**config.mk**
```make
export PLATFORM = sky130hd
export DESIGN_NAME = reg_writeback_ctrl
export DESIGN_NICKNAME = d
export VERILOG_FILES = /design/src/rtl/reg_writeback_ctrl.sv
export SDC_FILE = /design/constraint.sdc
export NUM_CORES = 1
export LEC_CHECK = 0
export ABC_AREA = 1
export CAP_MARGIN = 0
export CORE_MARGIN = 2
export CORE_UTILIZATION = 62
export CTS_BUF_LIST = sky130_fd_sc_hd__clkbuf_2
export CTS_CLUSTER_DIAMETER = 60
export DETAILED_ROUTE_END_ITERATION = 8
export DONT_BUFFER_PORTS = 1
export GPL_ROUTABILITY_DRIVEN = 0
export PLACE_DENSITY = 0.9
export RECOVER_POWER = 50
export SYNTH_ARGS = -nofsm -noshare
export SYNTH_HDL_FRONTEND = slang
export SYNTH_SLANG_ARGS = --single-unit
export TNS_END_PERCENT = 30
```
**constraint.sdc**
```tcl
create_clock -name clk -period 2.2 [get_ports clk]
set_clock_uncertainty 0.05 [all_clocks]
set_input_delay 0 -clock clk [delete_from_list [all_inputs] [get_ports clk]]
set_output_delay 0 -clock clk [all_outputs]
set_load 0.005 [all_outputs]
```
**src/rtl/reg_writeback_ctrl.sv**
```systemverilog
// reg_writeback_ctrl
//   Write-side controller for the 8x16 register file. ALU and load results are
//   merged into one registered write port. A one-entry buffer parks a load that
//   collides with an ALU result. A per-register busy scoreboard is set at issue
//   and cleared on writeback. Decode gets per-operand hazard/bypass status.
//
// Ports
//   clk, rst                     clock, synchronous active-high reset
//   issue_valid/dest/wr          instruction issue (sets busy[dest] when wr)
//   alu_valid/dest/data          ALU result, always accepted
//   ld_valid/ready/dest/data     load result handshake (ready low while buffer held)
//   reg_write_en/dest/data       registered register file write port
//   rd_addr_1/2                  decode operand addresses
//   hazard_1/2                   operand busy and not on the write port: stall
//   byp_hit_1/2, byp_data_1/2    operand busy and on the write port: bypass
//   busy                         scoreboard, bit 0 always 0
//   err                          sticky protocol error

module reg_writeback_ctrl #(
  parameter int unsigned DATA_W = 16,
  parameter int unsigned ADDR_W = 3
) (
  input  logic                     clk,
  input  logic                     rst,
  input  logic                     issue_valid,
  input  logic [ADDR_W-1:0]        issue_dest,
  input  logic                     issue_wr,
  input  logic                     alu_valid,
  input  logic [ADDR_W-1:0]        alu_dest,
  input  logic [DATA_W-1:0]        alu_data,
  input  logic                     ld_valid,
  output logic                     ld_ready,
  input  logic [ADDR_W-1:0]        ld_dest,
  input  logic [DATA_W-1:0]        ld_data,
  output logic                     reg_write_en,
  output logic [ADDR_W-1:0]        reg_write_dest,
  output logic [DATA_W-1:0]        reg_write_data,
  input  logic [ADDR_W-1:0]        rd_addr_1,
  input  logic [ADDR_W-1:0]        rd_addr_2,
  output logic                     hazard_1,
  output logic                     hazard_2,
  output logic                     byp_hit_1,
  output logic                     byp_hit_2,
  output logic [DATA_W-1:0]        byp_data_1,
  output logic [DATA_W-1:0]        byp_data_2,
  output logic [(1<<ADDR_W)-1:0]   busy,
  output logic                     err
);

  localparam int unsigned NumRegs = 1 << ADDR_W;

  // Load buffer states
  localparam logic [0:0] LD_EMPTY = 1'b0;
  localparam logic [0:0] LD_HELD  = 1'b1;

  // State
  logic [0:0]         ld_state_q, ld_state_d;
  logic [ADDR_W-1:0]  buf_dest_q, buf_dest_d;
  logic [DATA_W-1:0]  buf_data_q, buf_data_d;
  logic               wr_en_q, wr_en_d;
  logic [ADDR_W-1:0]  wr_dest_q, wr_dest_d;
  logic [DATA_W-1:0]  wr_data_q, wr_data_d;
  logic [NumRegs-1:0] busy_q, busy_d;
  logic               err_q, err_d;

  // Selection helpers
  logic               held;
  logic               ld_accept;
  logic               sel_valid;
  logic [ADDR_W-1:0]  sel_dest;
  logic [DATA_W-1:0]  sel_data;

  // Error sources
  logic               err_alu_idle;
  logic               err_ld_idle;
  logic               err_overtake;

  assign held      = (ld_state_q == LD_HELD);
  assign ld_ready  = (ld_state_q == LD_EMPTY);
  assign ld_accept = ld_valid & ld_ready;

  // Write-stage source select: ALU > held load > incoming load.
  always_comb begin
    ld_state_d = ld_state_q;
    buf_dest_d = buf_dest_q;
    buf_data_d = buf_data_q;
    sel_valid  = 1'b0;
    sel_dest   = wr_dest_q;
    sel_data   = wr_data_q;

    if (alu_valid) begin
      sel_valid = 1'b1;
      sel_dest  = alu_dest;
      sel_data  = alu_data;
      // A colliding load is parked; ld_accept is only possible while EMPTY.
      if (ld_accept) begin
        ld_state_d = LD_HELD;
        buf_dest_d = ld_dest;
        buf_data_d = ld_data;
      end
    end else if (held) begin
      sel_valid  = 1'b1;
      sel_dest   = buf_dest_q;
      sel_data   = buf_data_q;
      ld_state_d = LD_EMPTY;
    end else if (ld_accept) begin
      sel_valid = 1'b1;
      sel_dest  = ld_dest;
      sel_data  = ld_data;
    end
  end

  // r0 results are consumed but never reach the register file.
  always_comb begin
    wr_en_d   = sel_valid & (sel_dest != '0);
    wr_dest_d = wr_dest_q;
    wr_data_d = wr_data_q;
    if (sel_valid) begin
      wr_dest_d = sel_dest;
      wr_data_d = sel_data;
    end
  end

  // Scoreboard: clear on the write currently on the port, then apply the
  // issue so a same-edge set from a newer producer wins.
  always_comb begin
    busy_d = busy_q;
    if (wr_en_q) begin
      busy_d[wr_dest_q] = 1'b0;
    end
    if (issue_valid && issue_wr) begin
      busy_d[issue_dest] = 1'b1;
    end
    busy_d[0] = 1'b0;
  end

  // Protocol errors: a result nobody was waiting for, or an ALU result that
  // would retire ahead of an older parked load to the same register.
  always_comb begin
    err_alu_idle = alu_valid & (alu_dest != '0) & ~busy_q[alu_dest];
    err_ld_idle  = ld_accept & (ld_dest != '0) & ~busy_q[ld_dest];
    err_overtake = alu_valid & held & (alu_dest == buf_dest_q);
    err_d        = err_q | err_alu_idle | err_ld_idle | err_overtake;
  end

  always_ff @(posedge clk) begin
    if (rst) begin
      ld_state_q <= LD_EMPTY;
      buf_dest_q <= '0;
      buf_data_q <= '0;
      wr_en_q    <= 1'b0;
      wr_dest_q  <= '0;
      wr_data_q  <= '0;
      busy_q     <= '0;
      err_q      <= 1'b0;
    end else begin
      ld_state_q <= ld_state_d;
      buf_dest_q <= buf_dest_d;
      buf_data_q <= buf_data_d;
      wr_en_q    <= wr_en_d;
      wr_dest_q  <= wr_dest_d;
      wr_data_q  <= wr_data_d;
      busy_q     <= busy_d;
      err_q      <= err_d;
    end
  end

  // Operand status. A busy operand whose producer is on the write port this
  // cycle can be bypassed; otherwise decode must wait.
  logic wr_match_1, wr_match_2;

  always_comb begin
    wr_match_1 = wr_en_q & (wr_dest_q == rd_addr_1) & (rd_addr_1 != '0);
    wr_match_2 = wr_en_q & (wr_dest_q == rd_addr_2) & (rd_addr_2 != '0);
    byp_hit_1  = busy_q[rd_addr_1] & wr_match_1;
    byp_hit_2  = busy_q[rd_addr_2] & wr_match_2;
    hazard_1   = busy_q[rd_addr_1] & ~wr_match_1 & (rd_addr_1 != '0);
    hazard_2   = busy_q[rd_addr_2] & ~wr_match_2 & (rd_addr_2 != '0);
  end

  assign byp_data_1     = wr_data_q;
  assign byp_data_2     = wr_data_q;
  assign reg_write_en   = wr_en_q;
  assign reg_write_dest = wr_dest_q;
  assign reg_write_data = wr_data_q;
  assign busy           = busy_q;
  assign err            = err_q;

endmodule

```
==> results.ini, run 1 <==
[die]
die_height_um=72.57
io_pins=119
placementRows=24
die-width_um=72.57
initial_core_util_pct=65.60
floorplan.die_area_um2=5266
floorplan.core_area_um2=4444

[sta]
post-route-min-period_ns=1.983
unrepaired_setup_endpoints_after_global_routing=false
whs_ns=0.06430
tightestPinTransition_ns=1.169
timing.final.crit_share_pct=90.12
finalHoldViolations=0
report.final.setup_viol=0
final.setup.tns_ns=0
timing.max_slew.rel_slack_pct=22.08
slew_viol_final=0
clock.fmax_mhz=504.4

[logic_synthesis]
yosys_warnings=0
synth_cells=423
synth_largest_type_area_fraction_pct=32.96
synth-seq-cells=48
syn-cell-area_um2=2915
synth-edff-count=0
synth_sequential_area_ratio_pct=32.96
yosys.cell_types.count=31
synth.net_count=476
top_reg_cell_synth=sky130_fd_sc_hd__dfxtp_1
avgSynthCellArea_um2=6.892
asyncSetResetFlopFracSynth_pct=0
ys_top_cells_by_area=sky130_fd_sc_hd__dfxtp_1 (33%), sky130_fd_sc_hd__a21oi_1 (11%), sky130_fd_sc_hd__nand2_1 (9.9%), sky130_fd_sc_hd__buf_4 (9.3%), sky130_fd_sc_hd__nand3_1 (5.7%)
synth.largest_area_cell=sky130_fd_sc_hd__dfxtp_1

[grt]
globalRouteMet1Util_pct=39.53
grt_max_degree=32
global_route.usage.met3_pct=8.149
initial_antenna_violation_count=0
grt_first_pass_wirelength_um=14270
top_usage_layer=met2
groute.usage.overall_pct=34.31
grt_util_met2_pct=59.29
gr-total-overflow=0
first_global_vias=3022

[route]
finalWirelength_um=8995
starting_drt_drc_count=398
drt-wirelength-per-cell_um=17.99
drt_pass1_iterations=7
drtAntennaViolNets=0
drt_drc=0
vias=3182
vias_per_cell=6.364

[cts]
cts_tree=done
ctsRootBufferMaster=sky130_fd_sc_hd__clkbuf_2
cts_sinks=48
clkSlewWorstSetupHoldPaths_ns=0.26
ctsLongestPathBuffers=2
clock_insertion_delay_at_the_later_pin_of_the_skew_report_ns=0.44
numCtsBuffers=5
cts.htree.levels=2

[finish]
synthToLayoutAreaGrowth_pct=16.35
drive_above_1_share_pct=9.598
n_antenna_cell=0
num-nets-final=500

[power]
share_seq_of_total_power_pct=50.0
worst_vdd_drop_mv=0.6079
power_frac_clock_pct=30.7
netSwitchingPower_mw=0.5955
static-leakage-power_nw=1.362
power.combinational.fraction_pct=19.3
cell_internal_pwr_mw=1.409
power_switching_share_pct=29.71
p_per_area_nw_per_um2=590.9

[worst_setup_path]
ff2ff_setup_slack_ns=0.22
cp_max_fo=20
required_time_of_the_critical_path_ns=2.52
reg2regPathDepth=5
critical_path_class=reg2reg
worstPathArrival_ns=2.30
startpoint_type=flop
crit_end_category=flop
crit-reg2reg-launch=held$_SDFFE_PP0N_
regToRegEndpoint=buf_data_q[8]$_SDFFE_PP0P_

[hold_path]
worstHoldStart=ld_valid
hold_depth=4
min_delay_worst_endpoint=buf_dest_q[2]$_SDFFE_PP0P_
holdCritPathClass=in2reg

[placement]
detailedPlacementHpwl_um=4834
port-buffer-count=0

[flow_run]
max_cap_viol_count=0

[run_status]
status=complete, no violations

## area by class of cell
| class | count | area, µm² |
|---|---|---|
| multi-input combinational | 283 | 1425 |
| fill | 314 | 1052 |
| sequential | 48 | 960.9 |
| timing repair buffer | 70 | 698.2 |
| inverter | 39 | 148.9 |
| clock inverter | 3 | 68.82 |
| tap | 52 | 65.06 |
| clock buffer | 5 | 25.02 |
## cells by family (layout without fill, tap and decap cells)
kind of cell           after synthesis  count (layout)  share of synthesized area [%]
AO/OA/AOI/OAI                      120             120                          23.00
flip-flops                          48              48                          32.96
AND/OR/NAND/NOR                    162             162                          25.67
buffers and inverters               92             117                          18.24
other                                1               1                         0.1286
## registers in the layout (all words and copies together) (netlist names)
signal / cells
held: 1
byp_data_1: 16
err: 1
busy: 7
buf_dest_q: 3
reg_write_dest: 3
buf_data_q: 16
reg_write_en: 1
## placed cells by master, fill, tap and decap left out, types with 3 or more instances in the layout
| cell type | count |
|---|---|
| sky130_fd_sc_hd__or2_2 | 16 |
| sky130_fd_sc_hd__clkbuf_2 | 5 |
| sky130_fd_sc_hd__o211ai_1 | 18 |
| sky130_fd_sc_hd__dfxtp_1 | 48 |
| sky130_fd_sc_hd__o21ai_1 | 11 |
| sky130_fd_sc_hd__nand2_1 | 76 |
| sky130_fd_sc_hd__nor2_1 | 17 |
| sky130_fd_sc_hd__nand2_2 | 3 |
| sky130_fd_sc_hd__nand3_1 | 33 |
| sky130_fd_sc_hd__o21ai_0 | 19 |
| sky130_fd_sc_hd__nand4_1 | 7 |
| sky130_fd_sc_hd__a21oi_1 | 64 |
| sky130_fd_sc_hd__inv_1 | 35 |
| sky130_fd_sc_hd__nor2_2 | 4 |
| sky130_fd_sc_hd__inv_2 | 3 |
| sky130_fd_sc_hd__dlygate4sd3_1 | 67 |
## routing by layer
metal	vias to the layer above	part of all wire, %
met5	-	0
met3	42	10
met1	1478	36
met2	234	50
li1	1428	-
met4	0	3.4
## cell usage after synthesis, types with 3 or more instances
library cell / instances
sky130_fd_sc_hd__a21oi_1: 64
sky130_fd_sc_hd__buf_2: 7
sky130_fd_sc_hd__buf_4: 36
sky130_fd_sc_hd__buf_6: 4
sky130_fd_sc_hd__clkbuf_1: 5
sky130_fd_sc_hd__dfxtp_1: 48
sky130_fd_sc_hd__inv_1: 35
sky130_fd_sc_hd__inv_2: 3
sky130_fd_sc_hd__nand2_1: 77
sky130_fd_sc_hd__nand3_1: 33
sky130_fd_sc_hd__nand4_1: 7
sky130_fd_sc_hd__nor2_1: 17
sky130_fd_sc_hd__nor2_2: 4
sky130_fd_sc_hd__o211ai_1: 18
sky130_fd_sc_hd__o21ai_0: 19
sky130_fd_sc_hd__o21ai_1: 11
sky130_fd_sc_hd__or2_2: 16
## repair_timing
item	in CTS	in global routing
gates resized for setup	0	2
setup endpoints to repair	0	18
hold buffers	67	1
hold endpoints to repair	48	16
setup buffers	0	0
## worst max path at each step
stage / cells after the start / startpoint / end
after global placement: 5 / held$_SDFFE_PP0N_ / byp_data_1[9]$_SDFFE_PP0P_
after floorplan: 8 / held$_SDFFE_PP0N_ / reg_write_en$_SDFF_PP0_
final: 5 / held$_SDFFE_PP0N_ / buf_data_q[8]$_SDFFE_PP0P_
after detailed placement: 5 / held$_SDFFE_PP0N_ / byp_data_1[15]$_SDFFE_PP0P_
after CTS: 6 / alu_valid / byp_data_1[7]$_SDFFE_PP0P_
after global routing: 4 / rst / byp_data_1[1]$_SDFFE_PP0P_
## through the flow
stage	cells	setup slack (ns)	power, mW	area (µm²)	util, %
2_1_floorplan	423	1.046	1.298	2915	-
4_1_cts	499	0.03579	1.974	3377	75.99
3_3_place_gp	424	0.6083	1.247	2613	58.78
6_report	500	0.2173	2.004	3392	76.32
3_5_place_dp	424	0.5055	1.259	2613	58.78
5_1_grt	500	0.1291	2.086	3392	76.32
## power groups by stage
stage	registers, mW	logic, mW	clock network, mW
floorplan	0.986	0.313	0
global placement	1.01	0.235	0
detailed placement	1.01	0.245	0
CTS	0.998	0.362	0.614
global route	1.01	0.423	0.653
finish	1.00	0.387	0.616
## critical path, stage by stage (launching register included)
cell and delay [ns]:
sky130_fd_sc_hd__dfxtp_1 0.49, sky130_fd_sc_hd__nor2_2 0.19, sky130_fd_sc_hd__buf_4 0.30, sky130_fd_sc_hd__nand3_1 0.09, sky130_fd_sc_hd__dlygate4sd3_1 0.58, sky130_fd_sc_hd__a21oi_1 0.22
Note: power is estimated with default switching activity, not from simulation.
==> run 2: changes to the inputs <==
--- a/config.mk
+++ b/config.mk
@@ -7,13 +7,14 @@
 export LEC_CHECK = 0
 export ABC_AREA = 1
 export CAP_MARGIN = 0
-export CORE_MARGIN = 2
+export CORE_MARGIN = 8
 export CORE_UTILIZATION = 62
 export CTS_BUF_LIST = sky130_fd_sc_hd__clkbuf_2
 export CTS_CLUSTER_DIAMETER = 60
 export DETAILED_ROUTE_END_ITERATION = 8
 export DONT_BUFFER_PORTS = 1
 export GPL_ROUTABILITY_DRIVEN = 0
+export HOLD_SLACK_MARGIN = 0.06
 export PLACE_DENSITY = 0.9
 export RECOVER_POWER = 50
 export SYNTH_ARGS = -nofsm -noshare
==> results.ini, run 2 (synthesis gave the netlist of run 1 again) <==
[die]
floorplan.die_area_um2=7152
die-width_um=84.57
floorplan.core_area_um2=4629
initial_core_util_pct=62.97
io_pins=119
die_height_um=84.57
placementRows=25

[cts]
clock_insertion_delay_at_the_later_pin_of_the_skew_report_ns=0.42
ctsRootBufferMaster=sky130_fd_sc_hd__clkbuf_2
cts_tree=done
numCtsBuffers=5
cts.htree.levels=2
ctsLongestPathBuffers=2
post_cts_buffers=0
clkSlewWorstSetupHoldPaths_ns=0.28
cts_sinks=48

[worst_setup_path]
critical_path.max_stage_delay_ns=0.59
crit-reg2reg-launch=held$_SDFFE_PP0N_
crit_end_category=flop
worstPathArrival_ns=2.39
regToRegEndpoint=buf_data_q[11]$_SDFFE_PP0P_
cp_slowest_cell=sky130_fd_sc_hd__dlygate4sd3_1
startpoint_type=flop
critical_path_class=reg2reg
required_time_of_the_critical_path_ns=2.50
cp_max_fo=15
reg2regPathDepth=5
ff2ff_setup_slack_ns=0.10
crit_path_cell_trace=nor2_4 -> buf_4 -> nand3_1 -> dlygate4sd3_1 -> a21oi_1

[route]
vias=3098
vias_per_cell=6.159
drt_pass1_iterations=8
finalWirelength_um=8990
drt-wirelength-per-cell_um=17.87
starting_drt_drc_count=404
drtAntennaViolNets=0
drt_drc=0

[power]
p_per_area_nw_per_um2=552.3
worst_vdd_drop_mv=0.4896
static-leakage-power_nw=1.350

[grt]
initial_antenna_violation_count=0
grt_max_degree=32
first_global_vias=2935
grt_first_pass_wirelength_um=14430
groute.usage.overall_pct=24.25
gr-total-overflow=0

[hold_path]
holdCritPathClass=in2reg
worstHoldStart=alu_valid
hold_depth=3
min_delay_worst_endpoint=buf_data_q[5]$_SDFFE_PP0P_

[finish]
n_antenna_cell=0
final_common_cell=sky130_fd_sc_hd__nand2_1
final_cell_mix=sky130_fd_sc_hd__nand2_1 (77), sky130_fd_sc_hd__dlygate4sd3_1 (68), sky130_fd_sc_hd__a21oi_1 (64)
stdcell_area_um2=3381
drive_above_1_share_pct=9.354
synthToLayoutAreaGrowth_pct=15.97
num-nets-final=501

[sta]
finalHoldViolations=0
timing.max_slew.rel_slack_pct=22.63
post-route-min-period_ns=2.095
report.final.setup_viol=0
timing.final.crit_share_pct=95.23
unrepaired_setup_endpoints_after_global_routing=false
tightestPinTransition_ns=1.157
final.setup.tns_ns=0
slew_viol_final=0
clock.fmax_mhz=477.3

[placement]
port-buffer-count=0
detailedPlacementHpwl_um=5242
place_area_um2=2615

[run_status]
status=complete, no violations

[flow_run]
max_cap_viol_count=0

[run 2: changes by cell type in the layout (fill, tap and decap cells not counted), sizes merged]
cell / previous run / this run
dlygate4sd3: 67 / 68
clkinvlp: 0 / 1
inv: 40 / 39
bufinv: 2 / 1
clkinv: 0 / 1
[run 2: repair_timing]
action,4_1_cts,5_1_grt
gates resized for setup,0,2
endpoints found under the setup margin,0,14
hold buffers,69,0
endpoints found under the hold margin,48,0
[run 2: worst max path at each step]
stage	cells after the start	startpoint	endpoint
global route	5	held$_SDFFE_PP0N_	buf_data_q[11]$_SDFFE_PP0P_
finish	5	held$_SDFFE_PP0N_	buf_data_q[11]$_SDFFE_PP0P_
floorplan	8	held$_SDFFE_PP0N_	reg_write_en$_SDFF_PP0_
detailed placement	4	held$_SDFFE_PP0N_	buf_dest_q[2]$_SDFFE_PP0P_
CTS	6	alu_valid	byp_data_1[12]$_SDFFE_PP0P_
global placement	4	held$_SDFFE_PP0N_	buf_dest_q[2]$_SDFFE_PP0P_
[run 2: per-stage QoR]
| stage | setup slack, ns | util, % | instances | total power, mW | hold slack, ns |
|---|---|---|---|---|---|
| after floorplan | 1.046 | - | 423 | 1.298 | 0.1144 |
| after detailed placement | 0.3453 | 56.49 | 426 | 1.258 | 0.02476 |
| final | 0.1049 | 73.03 | 503 | 1.867 | 0.1647 |
| after CTS | 0.08314 | 72.86 | 503 | 1.839 | 0.1309 |
| after global placement | 0.4135 | 56.49 | 426 | 1.248 | 0.02415 |
| after global routing | 0.01766 | 73.03 | 503 | 1.954 | 0.1726 |
[run 2: cell type report]
class                           count  area, µm²
Clock buffer                        5      25.02
Multi-Input combinational cell    283       1428
Fill cell                         320       1249
Tap cell                           54      67.56
Sequential cell                    48      960.9
Clock inverter                      3      42.54
Inverter                           39      148.9
Timing Repair Buffer               71      708.2
[run 2: critical path, delay by kind of cell, from the launching register on]
kind	cells	cell delay, ns
simple gates	2	0.39
compound gates	1	0.21
buf+inv	2	0.85
flops	1	0.52
[run 2: routing by layer]
metal  global-route usage [%]  share of wire [%]  vias up
met4                    8.252                3.4        0
met1                    27.82                 37     1413
met2                    41.95                 48      210
met3                    6.829                 11       42
li1                         -                  -     1433
met5                        0                  0        -
[run 2: report_power, final]
part | leakage [nW] | internal (mW) | switching, mW | total (mW)
logic | 0.916 | 0.175 | 0.208 | 0.384
registers | 0.395 | 0.926 | 0.0735 | 0.999
clock network | 0.0390 | 0.189 | 0.295 | 0.485
total | 1.35 | 1.29 | 0.577 | 1.87
